## config.mk

```make
export PLATFORM = sky130hd
export DESIGN_NAME = serial_adder
export DESIGN_NICKNAME = d
export VERILOG_FILES = /design/src/rtl/serial_arith_pkg.sv /design/src/rtl/serial_adder_full_adder.sv /design/src/rtl/serial_adder.sv
export SDC_FILE = /design/constraint.sdc
export NUM_CORES = 1
export LEC_CHECK = 0
export BUFFER_PORTS_ARGS = -buffer_cell sky130_fd_sc_hd__buf_2
export CORE_ASPECT_RATIO = 1.2
export CORE_MARGIN = 4
export CORE_UTILIZATION = 40
export DETAILED_ROUTE_END_ITERATION = 8
export SKIP_CTS_REPAIR_TIMING = 1
export SLEW_MARGIN = 20
export SYNTH_ARGS = -nofsm -noshare
export SYNTH_HDL_FRONTEND = slang
export SYNTH_SLANG_ARGS = --single-unit
export TNS_END_PERCENT = 20
```

## constraint.sdc

```tcl
create_clock -name clk -period 1.3 [get_ports clk]
set_input_delay 0.13 -clock clk [delete_from_list [all_inputs] [get_ports clk]]
set_output_delay 0.13 -clock clk [all_outputs]
set_load 0.02 [all_outputs]
```

## src/rtl/serial_arith_pkg.sv

```systemverilog
// Shared types and constants for the bit-serial arithmetic blocks.
package serial_arith_pkg;

    // Operand width used when an instance does not override it.
    localparam int DEFAULT_WIDTH = 8;

    // Control states of the serial adder sequencer.
    typedef enum logic [1:0] {
        IDLE = 2'd0,
        RUN  = 2'd1,
        DONE = 2'd2
    } state_t;

endpackage

```

## src/rtl/serial_adder_full_adder.sv

```systemverilog
// One-bit full-adder slice, shared with the parallel adders of the datapath.
module full_adder (
    input  logic a,
    input  logic b,
    input  logic cin,
    output logic sum,
    output logic cout
);

    assign sum  = a ^ b ^ cin;
    assign cout = (a & b) | (cin & (a ^ b));

endmodule

```

## src/rtl/serial_adder.sv

```systemverilog
// Bit-serial adder: loads two operands plus carry-in, adds them LSB-first
// through a single full-adder slice and returns sum and carry-out.
module serial_adder
    import serial_arith_pkg::*;
#(
    parameter int WIDTH = DEFAULT_WIDTH
) (
    input  logic             clk,
    input  logic             rst_n,
    input  logic             start_valid,
    output logic             start_ready,
    input  logic [WIDTH-1:0] a,
    input  logic [WIDTH-1:0] b,
    input  logic             cin,
    output logic             result_valid,
    input  logic             result_ready,
    output logic [WIDTH-1:0] sum,
    output logic             cout
);

    localparam int            CW   = $clog2(WIDTH + 1);
    localparam logic [CW-1:0] LAST = CW'(WIDTH - 1);

    state_t           state;
    state_t           state_next;
    logic [WIDTH-1:0] a_sh;
    logic [WIDTH-1:0] b_sh;
    logic [WIDTH-1:0] sum_r;
    logic [WIDTH-1:0] sum_shifted;
    logic [CW-1:0]    cnt;
    logic             carry;
    logic             cout_r;
    logic             fa_sum;
    logic             fa_cout;
    logic             last_bit;

    full_adder u_slice (
        .a    (a_sh[0]),
        .b    (b_sh[0]),
        .cin  (carry),
        .sum  (fa_sum),
        .cout (fa_cout)
    );

    assign last_bit = (cnt == LAST);
    assign sum      = sum_r;
    assign cout     = cout_r;

    // New sum bit enters at the MSB so that bit 0 ends up at position 0.
    always_comb begin
        sum_shifted            = sum_r >> 1;
        sum_shifted[WIDTH-1]   = fa_sum;
    end

    // State register.
    always_ff @(posedge clk) begin
        if (!rst_n) begin
            state <= IDLE;
        end else begin
            state <= state_next;
        end
    end

    // Next-state decode; handshake outputs depend on the state register only.
    always_comb begin
        state_next   = state;
        start_ready  = 1'b0;
        result_valid = 1'b0;
        case (state)
            IDLE: begin
                start_ready = 1'b1;
                if (start_valid) begin
                    state_next = RUN;
                end
            end
            RUN: begin
                if (last_bit) begin
                    state_next = DONE;
                end
            end
            DONE: begin
                result_valid = 1'b1;
                if (result_ready) begin
                    state_next = IDLE;
                end
            end
            default: begin
                state_next = IDLE;
            end
        endcase
    end

    // Operand shifters, carry flop, bit counter and result registers.
    always_ff @(posedge clk) begin
        if (!rst_n) begin
            a_sh   <= '0;
            b_sh   <= '0;
            sum_r  <= '0;
            cnt    <= '0;
            carry  <= 1'b0;
            cout_r <= 1'b0;
        end else begin
            case (state)
                IDLE: begin
                    if (start_valid) begin
                        a_sh  <= a;
                        b_sh  <= b;
                        carry <= cin;
                        cnt   <= '0;
                        sum_r <= '0;
                    end
                end
                RUN: begin
                    a_sh  <= a_sh >> 1;
                    b_sh  <= b_sh >> 1;
                    sum_r <= sum_shifted;
                    carry <= fa_cout;
                    cnt   <= cnt + CW'(1);
                    if (last_bit) begin
                        cout_r <= fa_cout;
                    end
                end
                default: begin
                end
            endcase
        end
    end

endmodule

```

==> results of run 1 <==
[metrics by stage]
stage	power [mW]	hold slack [ps]
2_1_floorplan	1.27	283
3_3_place_gp	1.38	399
3_5_place_dp	1.39	406
4_1_cts	2.17	108
5_1_grt	2.26	116
6_report	2.14	120
[how the worst max path moves through the flow]
stage | from | to | cells after the start
floorplan | b_sh[0] | carry | 4
global placement | carry | carry | 4
detailed placement | carry | carry | 4
CTS | state[1] | result_valid | 4
global route | state[0] | result_valid | 4
finish | state[0] | result_valid | 4
[layout make-up]
type                    instances  area, sq um  share of cell area (%)
multi-input cells             104          684                    37.8
clock buffers                   8         90.1                    4.97
inverters                       8         30.0                    1.66
repair buffers                 50          313                    17.3
flip-flops and latches         32          648                    35.8
well taps                      37         46.3                    2.56
[state kept, by name, indices dropped and copies added (netlist names)]
signal	cells
sum	8
cout	1
b_sh	8
carry	1
cnt	4
a_sh	8
state	2
[power groups by stage]
stage / registers [mW] / logic, mW / clock network, mW
after CTS: 1.07 / 0.297 / 0.796
after global placement: 1.09 / 0.290 / 0
final: 1.07 / 0.304 / 0.765
after floorplan: 1.09 / 0.181 / 0
after global routing: 1.08 / 0.341 / 0.840
after detailed placement: 1.09 / 0.296 / 0
[critical path: cells and delay by family (launching register included)]
kind | cells | cell delay [ps]
and+or+nand+nor | 1 | 90
buffers and inverters | 3 | 410
DFF | 1 | 370
[layer usage]
metal / global-route usage (%) / wire, um / part of all wire, % / vias to the layer above
met5: 0 / 0 / 0 / -
met4: 4.95 / 30 / 0.92 / 0
met3: 5.49 / 145 / 4.4 / 4
met2: 24.9 / 1630 / 50 / 32
met1: 20.2 / 1460 / 45 / 607
li1: - / - / - / 671
[cells by family after synthesis]
kind of cell	Yosys count	synth area share, %
AOI/OAI and AO/OA	66	32.1
and+or+nand+nor	36	13.2
DFF	32	45.7
buffers and inverters	20	6.69
adders and majority gates	2	2.32
[Yosys cell counts (all sizes together) (2+ instances only)]
cell type  count  area share (%)
dfxtp         32              46
a21oi         16             5.7
o2bb2ai        4             2.5
a22oi          8             4.3
a211oi         3             1.6
o22ai          5             2.2
buf            9             3.7
o21ai         10             3.6
inv            6             1.6
or3b           5             3.1
nand3          2            0.71
nand2          2            0.54
o21a           2             1.1
nand2b         2            0.89
o221ai         9             5.6
nor3           3             1.1
clkbuf         3            0.89
nor2          18             4.8
clkinv         2            0.54
==> impl_metrics.toml, run 1 <==
[worst_hold_path]
min_path_cells = 3
min_from = "b[7]"
hp-class = "in -> reg"
min_to = "b_sh[7]"

[power]
p_clk_share_pct = 35.7
internal-power_mw = 1.62
power_frac_seq_pct = 50.1
netSwitchingPower_mw = 0.525
leakagePower_nw = 0.765
ir_drop_mv = 1.11
p_per_area_mw_per_mm2 = 1180
swShare_pct = 24.5
p_comb_share_pct = 14.2

[sta]
finalSetupViolCount = 0
tightest_slew_ps = 281
skew_ps = 2.38
drv_slew = 0
max_freq_ghz = 0.783
layout_setup_ws_ps = 22.8
post-route-period-util_pct = 98.2
setup_tns_ps = 0
grt_setup_unrepaired = "true"
finalHoldViolations = 0
post-route-min-period_ps = 1280
relSlewSlack_pct = 81.2

[synth]
synth_edf_count = 0
yosysSeqAreaShare_pct = 45.7
syn_avg_cell_area_sq_um = 8.99
synth_flop_cell = "dfxtp_1"
syn-num-nets = 179
syn_inst = 156
synth_cell_types = 38
async_flop_share_pct = 0
syn_area_sq_mm = 0.00140
yosys_warnings = 0
ys_seq_elements = 32

[placed_design]
placed_area_sq_mm = 0.00169
place_congestion = 0.744
dp.cells = 230
hpwl_mm = 2.40
place_ws_ps = -34.6
numPortBuffers = 31

[drt]
finalWirelength_mm = 3.26
num_vias = 1314
firstDrtPassIters = 4
viasPerCell = 5.50
wire_per_inst_um = 13.6
drc = 0
dr.first_iter.drc_count = 85
drt.antenna.violating_nets = 0

[setup_path]
cpMostUsedCell = "buf_4"
cp_cell_sequence = "buf_4 > buf_12 > nor2_2 > buf_4"
crit_type = "reg -> out"
cp_max_fo = 10
cp-end-kind = "output pin"
cp_slowest_stage_delay_ps = 370
cpMaxStageDelayCell = "dfxtp_4"
rr_endpoint = "cout"
r2r-start = "cnt[0]"
crit_arrival_ps = 1150
worstPathRequired_ps = 1170
ff2ff_setup_slack_ps = 70
ff2ff_path_depth = 4
crit_path_start_kind = "flop"

[die]
dieArea_sq_mm = 0.00452
initial_utilization_pct = 41.7
num_rows = 23
pin_count = 32
fp.coreArea_sq_mm = 0.00337
chipHeight_um = 72.9
die_x_um = 62.1

[global_route]
grt_util_all_layers_pct = 15.9
grt_max_degree = 19
antenna_found_initial = 0
first_global_vias = 1262
grt_overflow = 0
grt_pass1_wl_mm = 5.49

[clock_tree]
root_buffer = "clkbuf_8"
cts_tree = "yes"
htreeDepth = 2
numCtsBuffers = 5
clock_sinks = 32
clk_latency_ps = 270
clk_pin_slew_ps = 60
cts.path.max_buffers = 2

[finish]
drive_gt1_share_pct = 35.1
area_growth_pct = 29.2
stdcell_area_sq_mm = 0.00181
final_nets = 224
n_antenna_cell = 0
final_core_util_pct = 53.8
layout_commonest_cell = "buf_2"
fillerInstances = 323
layout_common_cells = "buf_2 (30), dfxtp_1 (28), buf_4 (19), a21oi_1 (16), nor2_1 (16)"
layout.cells.non_filler = 239

[flow_run]
cap_violations = 0

[outcome]
status = "completed"
(Power assumes the default switching activity.)
==> inputs of run 2 (changes only) <==
clock period = 1 ns   (was 1.3 ns; I/O delays follow)
==> run 2 against run 1 <==
The flow now finishes with violations (negative setup slack). Sequential share of layout area fell by 2.8 points. Non-clock buffer count rose by 7. Combinational power rose by 63%. Routed wire length rose by 13%. Die area did not move. Via count rose by 3.7%. Worst setup slack got worse by 310 ps. Hold slack got worse by 29 ps. Sequential power rose by 31%. Global-route usage rose by 2.0 points. Clock power rose by 19%.
==> impl_metrics.toml, run 2 (synthesis gave the netlist of run 1 again) <==
[outcome]
status = "finished with violations"
violations = "negative setup slack"

[setup_path]
cp-end-kind = "flop"
ff2ff_setup_slack_ps = -280
worstPathRequired_ps = 1180
rr_endpoint = "carry"
cp_slowest_stage_delay_ps = 390
crit_type = "reg -> reg"
cp_cell_sequence = "inv_2 > fa_2 > o21a_1 > a221oi_2"
cpMaxStageDelayCell = "fa_2"
r2r-start = "carry"
crit_path_start_kind = "flop"
ff2ff_path_depth = 4
cp_max_fo = 2
crit_arrival_ps = 1470

[power]
ir_drop_mv = 1.15
leakagePower_nw = 0.828
p_per_area_mw_per_mm2 = 1420

[die]
dieArea_sq_mm = 0.00452
num_rows = 23
fp.coreArea_sq_mm = 0.00337
chipHeight_um = 72.9
pin_count = 32
initial_utilization_pct = 41.7
die_x_um = 62.1

[finish]
final_core_util_pct = 58.8
layout_commonest_cell = "buf_2"
final_nets = 231
area_growth_pct = 41.1
n_antenna_cell = 0
layout_common_cells = "buf_2 (29), dfxtp_1 (26), buf_4 (21), a21oi_1 (16), nor2_1 (15)"
drive_gt1_share_pct = 46.2

[clock_tree]
cts_tree = "yes"
clk_latency_ps = 280
htreeDepth = 2
clk_pin_slew_ps = 60
clock_sinks = 32
numCtsBuffers = 5
cts.path.max_buffers = 2
root_buffer = "clkbuf_8"

[sta]
drv_slew = 0
setup_tns_ps = -3460
post-route-period-util_pct = 128
relSlewSlack_pct = 77.1
finalSetupViolCount = 29
tightest_slew_ps = 342
post-route-min-period_ps = 1280
max_freq_ghz = 0.779
skew_ps = 8.01
grt_setup_unrepaired = "true"
finalHoldViolations = 0
layout_setup_ws_ps = -283

[drt]
wire_per_inst_um = 15.0
dr.first_iter.drc_count = 89
finalWirelength_mm = 3.67
viasPerCell = 5.56
drc = 0
firstDrtPassIters = 4
num_vias = 1363
drt.antenna.violating_nets = 0

[worst_hold_path]
min_from = "b[7]"
hp-class = "in -> reg"
min_path_cells = 3
min_to = "b_sh[7]"

[flow_run]
cap_violations = 0

[global_route]
grt_pass1_wl_mm = 6.13
antenna_found_initial = 0
grt_overflow = 0
grt_util_all_layers_pct = 17.8
grt_max_degree = 18
first_global_vias = 1385

[placed_design]
numPortBuffers = 31
place_congestion = 0.785
hpwl_mm = 2.57
run 2: cell types whose count changed in the layout (fill, tap and decap cells not counted), sizes merged:
cell | previous run | this run
buf | 50 | 57
clkbuf | 8 | 6
inv | 6 | 7
run 2: worst max path at each step:
stage | from | end | slack (ps)
finish | carry | carry | -280
global route | carry | carry | -340
CTS | state[1] | result_valid | -300
detailed placement | carry | carry | -260
global placement | state[0] | cnt[3] | -220
floorplan | carry | sum[7] | -190
run 2: area by class of cell:
cell class                 count  area [sq um]
clock inverter                 1          5.00
fill                         309          1390
sequential                    32           653
timing repair buffer          57           399
multi-input combinational    104           766
tap                           37          46.3
inverter                       8          37.5
clock buffer                   6          72.6
run 2: worst max-delay path, delay by kind of cell (launching register included):
| kind | cells | cell delay (ps) |
|---|---|---|
| AOI/OAI and AO/OA | 2 | 440 |
| adders and majority gates | 1 | 390 |
| buffers and inverters | 1 | 40 |
| DFF | 1 | 320 |
run 2: per-layer routing:
layer  global-route usage (%)  wire [um]  vias to the layer above
met5                        0          0                        -
met3                     6.73        243                        5
li1                         -          -                      687
met1                     21.8       1550                      633
met4                     6.84         51                        0
met2                     27.9       1820                       38
run 2: through the flow:
stage | hold slack [ps] | cell area, sq um | std cells | total power [mW] | setup slack (ps)
2_1_floorplan | 249 | 1440 | 156 | 1.66 | -193
3_3_place_gp | 364 | 1760 | 235 | 1.84 | -222
3_5_place_dp | 379 | 1760 | 235 | 1.85 | -264
4_1_cts | 79.6 | 1840 | 242 | 2.78 | -302
5_1_grt | 95.6 | 1980 | 245 | 2.97 | -342
6_report | 90.9 | 1980 | 245 | 2.81 | -283
run 2: where the power goes:
group | switching (mW) | total [mW] | internal [mW]
clock | 0.440 | 0.912 | 0.472
combinational | 0.235 | 0.496 | 0.261
sequential | 0.0564 | 1.40 | 1.35
total | 0.732 | 2.81 | 2.08
==> inputs of run 3 (changes only) <==
ABC_AREA = 1   (was default)
==> run 3 against run 2 <==
Maximum frequency rose by 5.0%. Via count increased by 3.5%. Cell area down 4.4%. Sequential power hardly changed. Combinational power is 12% lower. Largest cell class unchanged. Clock-buffer cell count did not move. Critical endpoint is now start_ready. The flow still finishes with violations (negative setup slack).
==> impl_metrics.toml, run 3 <==
[outcome]
status = "finished with violations"
violations = "negative setup slack"

[sta]
skew_ps = 4.77
grt_setup_unrepaired = "true"
relSlewSlack_pct = 88.4
drv_slew = 0
layout_setup_ws_ps = -223
post-route-period-util_pct = 122
max_freq_ghz = 0.818
tightest_slew_ps = 173
finalHoldViolations = 0
finalSetupViolCount = 34
setup_tns_ps = -3200
post-route-min-period_ps = 1220

[synth]
async_flop_share_pct = 0
synth_edf_count = 0
syn_inst = 220
ys_seq_elements = 32
syn_avg_cell_area_sq_um = 6.66
yosys_warnings = 0
yosysSeqAreaShare_pct = 43.7
synth_cell_types = 18
synth_top_area_share_pct = 43.7
syn-num-nets = 243
syn_area_sq_mm = 0.00147
synth_most_common_cell = "nand2_1"
synth_flop_cell = "dfxtp_1"
yosysTopAreaCell = "dfxtp_1"
ys_top_cells_by_count = "nand2_1 (61), nor2_1 (38), dfxtp_1 (32)"
synth.area.top_cells = "dfxtp_1 (44%), nand2_1 (16%), nor2_1 (9.7%)"

[finish]
layout_commonest_cell = "nand2_1"
area_growth_pct = 29.2
layout_common_cells = "nand2_1 (61), nor2_1 (38), buf_2 (29), dfxtp_1 (28), nand3_1 (25)"
drive_gt1_share_pct = 27.4
n_antenna_cell = 0
final_nets = 289

[power]
p_per_area_mw_per_mm2 = 1440
ir_drop_mv = 0.823
finalPower_mw = 2.73
leakagePower_nw = 0.910

[worst_hold_path]
min_path_cells = 4
hp-class = "in -> reg"
min_from = "result_ready"

[setup_path]
crit_arrival_ps = 1120
ff2ff_path_depth = 4
ff2ff_setup_slack_ps = -210
cp_max_fo = 5
crit_type = "reg -> out"
crit_path_start_kind = "flop"
r2r-start = "carry"
worstPathRequired_ps = 900
startpoint = "state[1]"
cp-end-kind = "output pin"

[global_route]
first_global_vias = 1309
antenna_found_initial = 0
grt_max_degree = 24
grt_util_all_layers_pct = 15.5
grt_overflow = 0
grt_pass1_wl_mm = 5.67

[die]
pin_count = 32
initial_utilization_pct = 42.8
die_x_um = 63.3
num_rows = 23
fp.coreArea_sq_mm = 0.00342
dieArea_sq_mm = 0.00470
chipHeight_um = 74.3

[clock_tree]
htreeDepth = 2
cts.path.max_buffers = 2
clk_latency_ps = 280
clock_sinks = 32
clk_pin_slew_ps = 60
root_buffer = "clkbuf_8"
numCtsBuffers = 5
cts_tree = "yes"

[drt]
viasPerCell = 4.66
wire_per_inst_um = 10.9
drc = 0
finalWirelength_mm = 3.29
num_vias = 1411
dr.first_iter.drc_count = 71
drt.antenna.violating_nets = 0
firstDrtPassIters = 4

[placed_design]
numPortBuffers = 31
hpwl_mm = 2.42
place_congestion = 0.780

[flow_run]
cap_violations = 0
[run 3: where the power goes]
group	total, mW	internal [mW]	switching [mW]
Sequential	1.37	1.33	0.0374
Clock	0.919	0.472	0.447
Combinational	0.435	0.200	0.235
Total	2.73	2.01	0.719
[run 3: cell families (layout without fill, tap and decap cells)]
| kind of cell | Yosys count | in the layout | share of synthesized area [%] |
|---|---|---|---|
| AND/OR/NAND/NOR | 130 | 130 | 36.8 |
| buffers and inverters | 35 | 81 | 10.1 |
| flip-flops | 32 | 32 | 43.7 |
| AO/OA/AOI/OAI | 21 | 21 | 7.17 |
| adder cells (fa/ha/maj) | 2 | 2 | 2.22 |
[run 3: layout make-up]
| type | instances | area (sq um) |
|---|---|---|
| Inverter | 24 | 90.1 |
| Timing Repair Buffer | 50 | 343 |
| Tap cell | 37 | 46.3 |
| Clock inverter | 1 | 5.00 |
| Multi-Input combinational cell | 153 | 691 |
| Clock buffer | 6 | 72.6 |
| Fill cell | 337 | 1530 |
| Sequential cell | 32 | 646 |
[run 3: routing by layer]
metal | wire [um] | track usage (%)
met2 | 1600 | 27.4
met1 | 1480 | 17.4
met3 | 186 | 4.83
met5 | 0 | 0
met4 | 31 | 6.47
[run 3: final timing paths]
path / end
min reg2reg: cout
min: state[1]
max reg2reg: sum[7]
max: start_ready
[run 3: metrics by stage]
step,instance area (sq um),utilization (%),hold WS (ps),std cells,worst slack [ps]
3_5_place_dp,1770,51.8,380,295,-236
5_1_grt,1890,55.3,82.5,303,-265
2_1_floorplan,1480,-,265,220,-203
3_3_place_gp,1770,51.8,382,295,-208
6_report,1890,55.3,79.3,303,-223
4_1_cts,1850,54.1,77.2,302,-293
[run 3: critical path: stages, from the launching register on]
cell     delay [ps]
dfxtp_2         340
buf_4           140
nor2_4          140
buf_12          130
buf_8           100
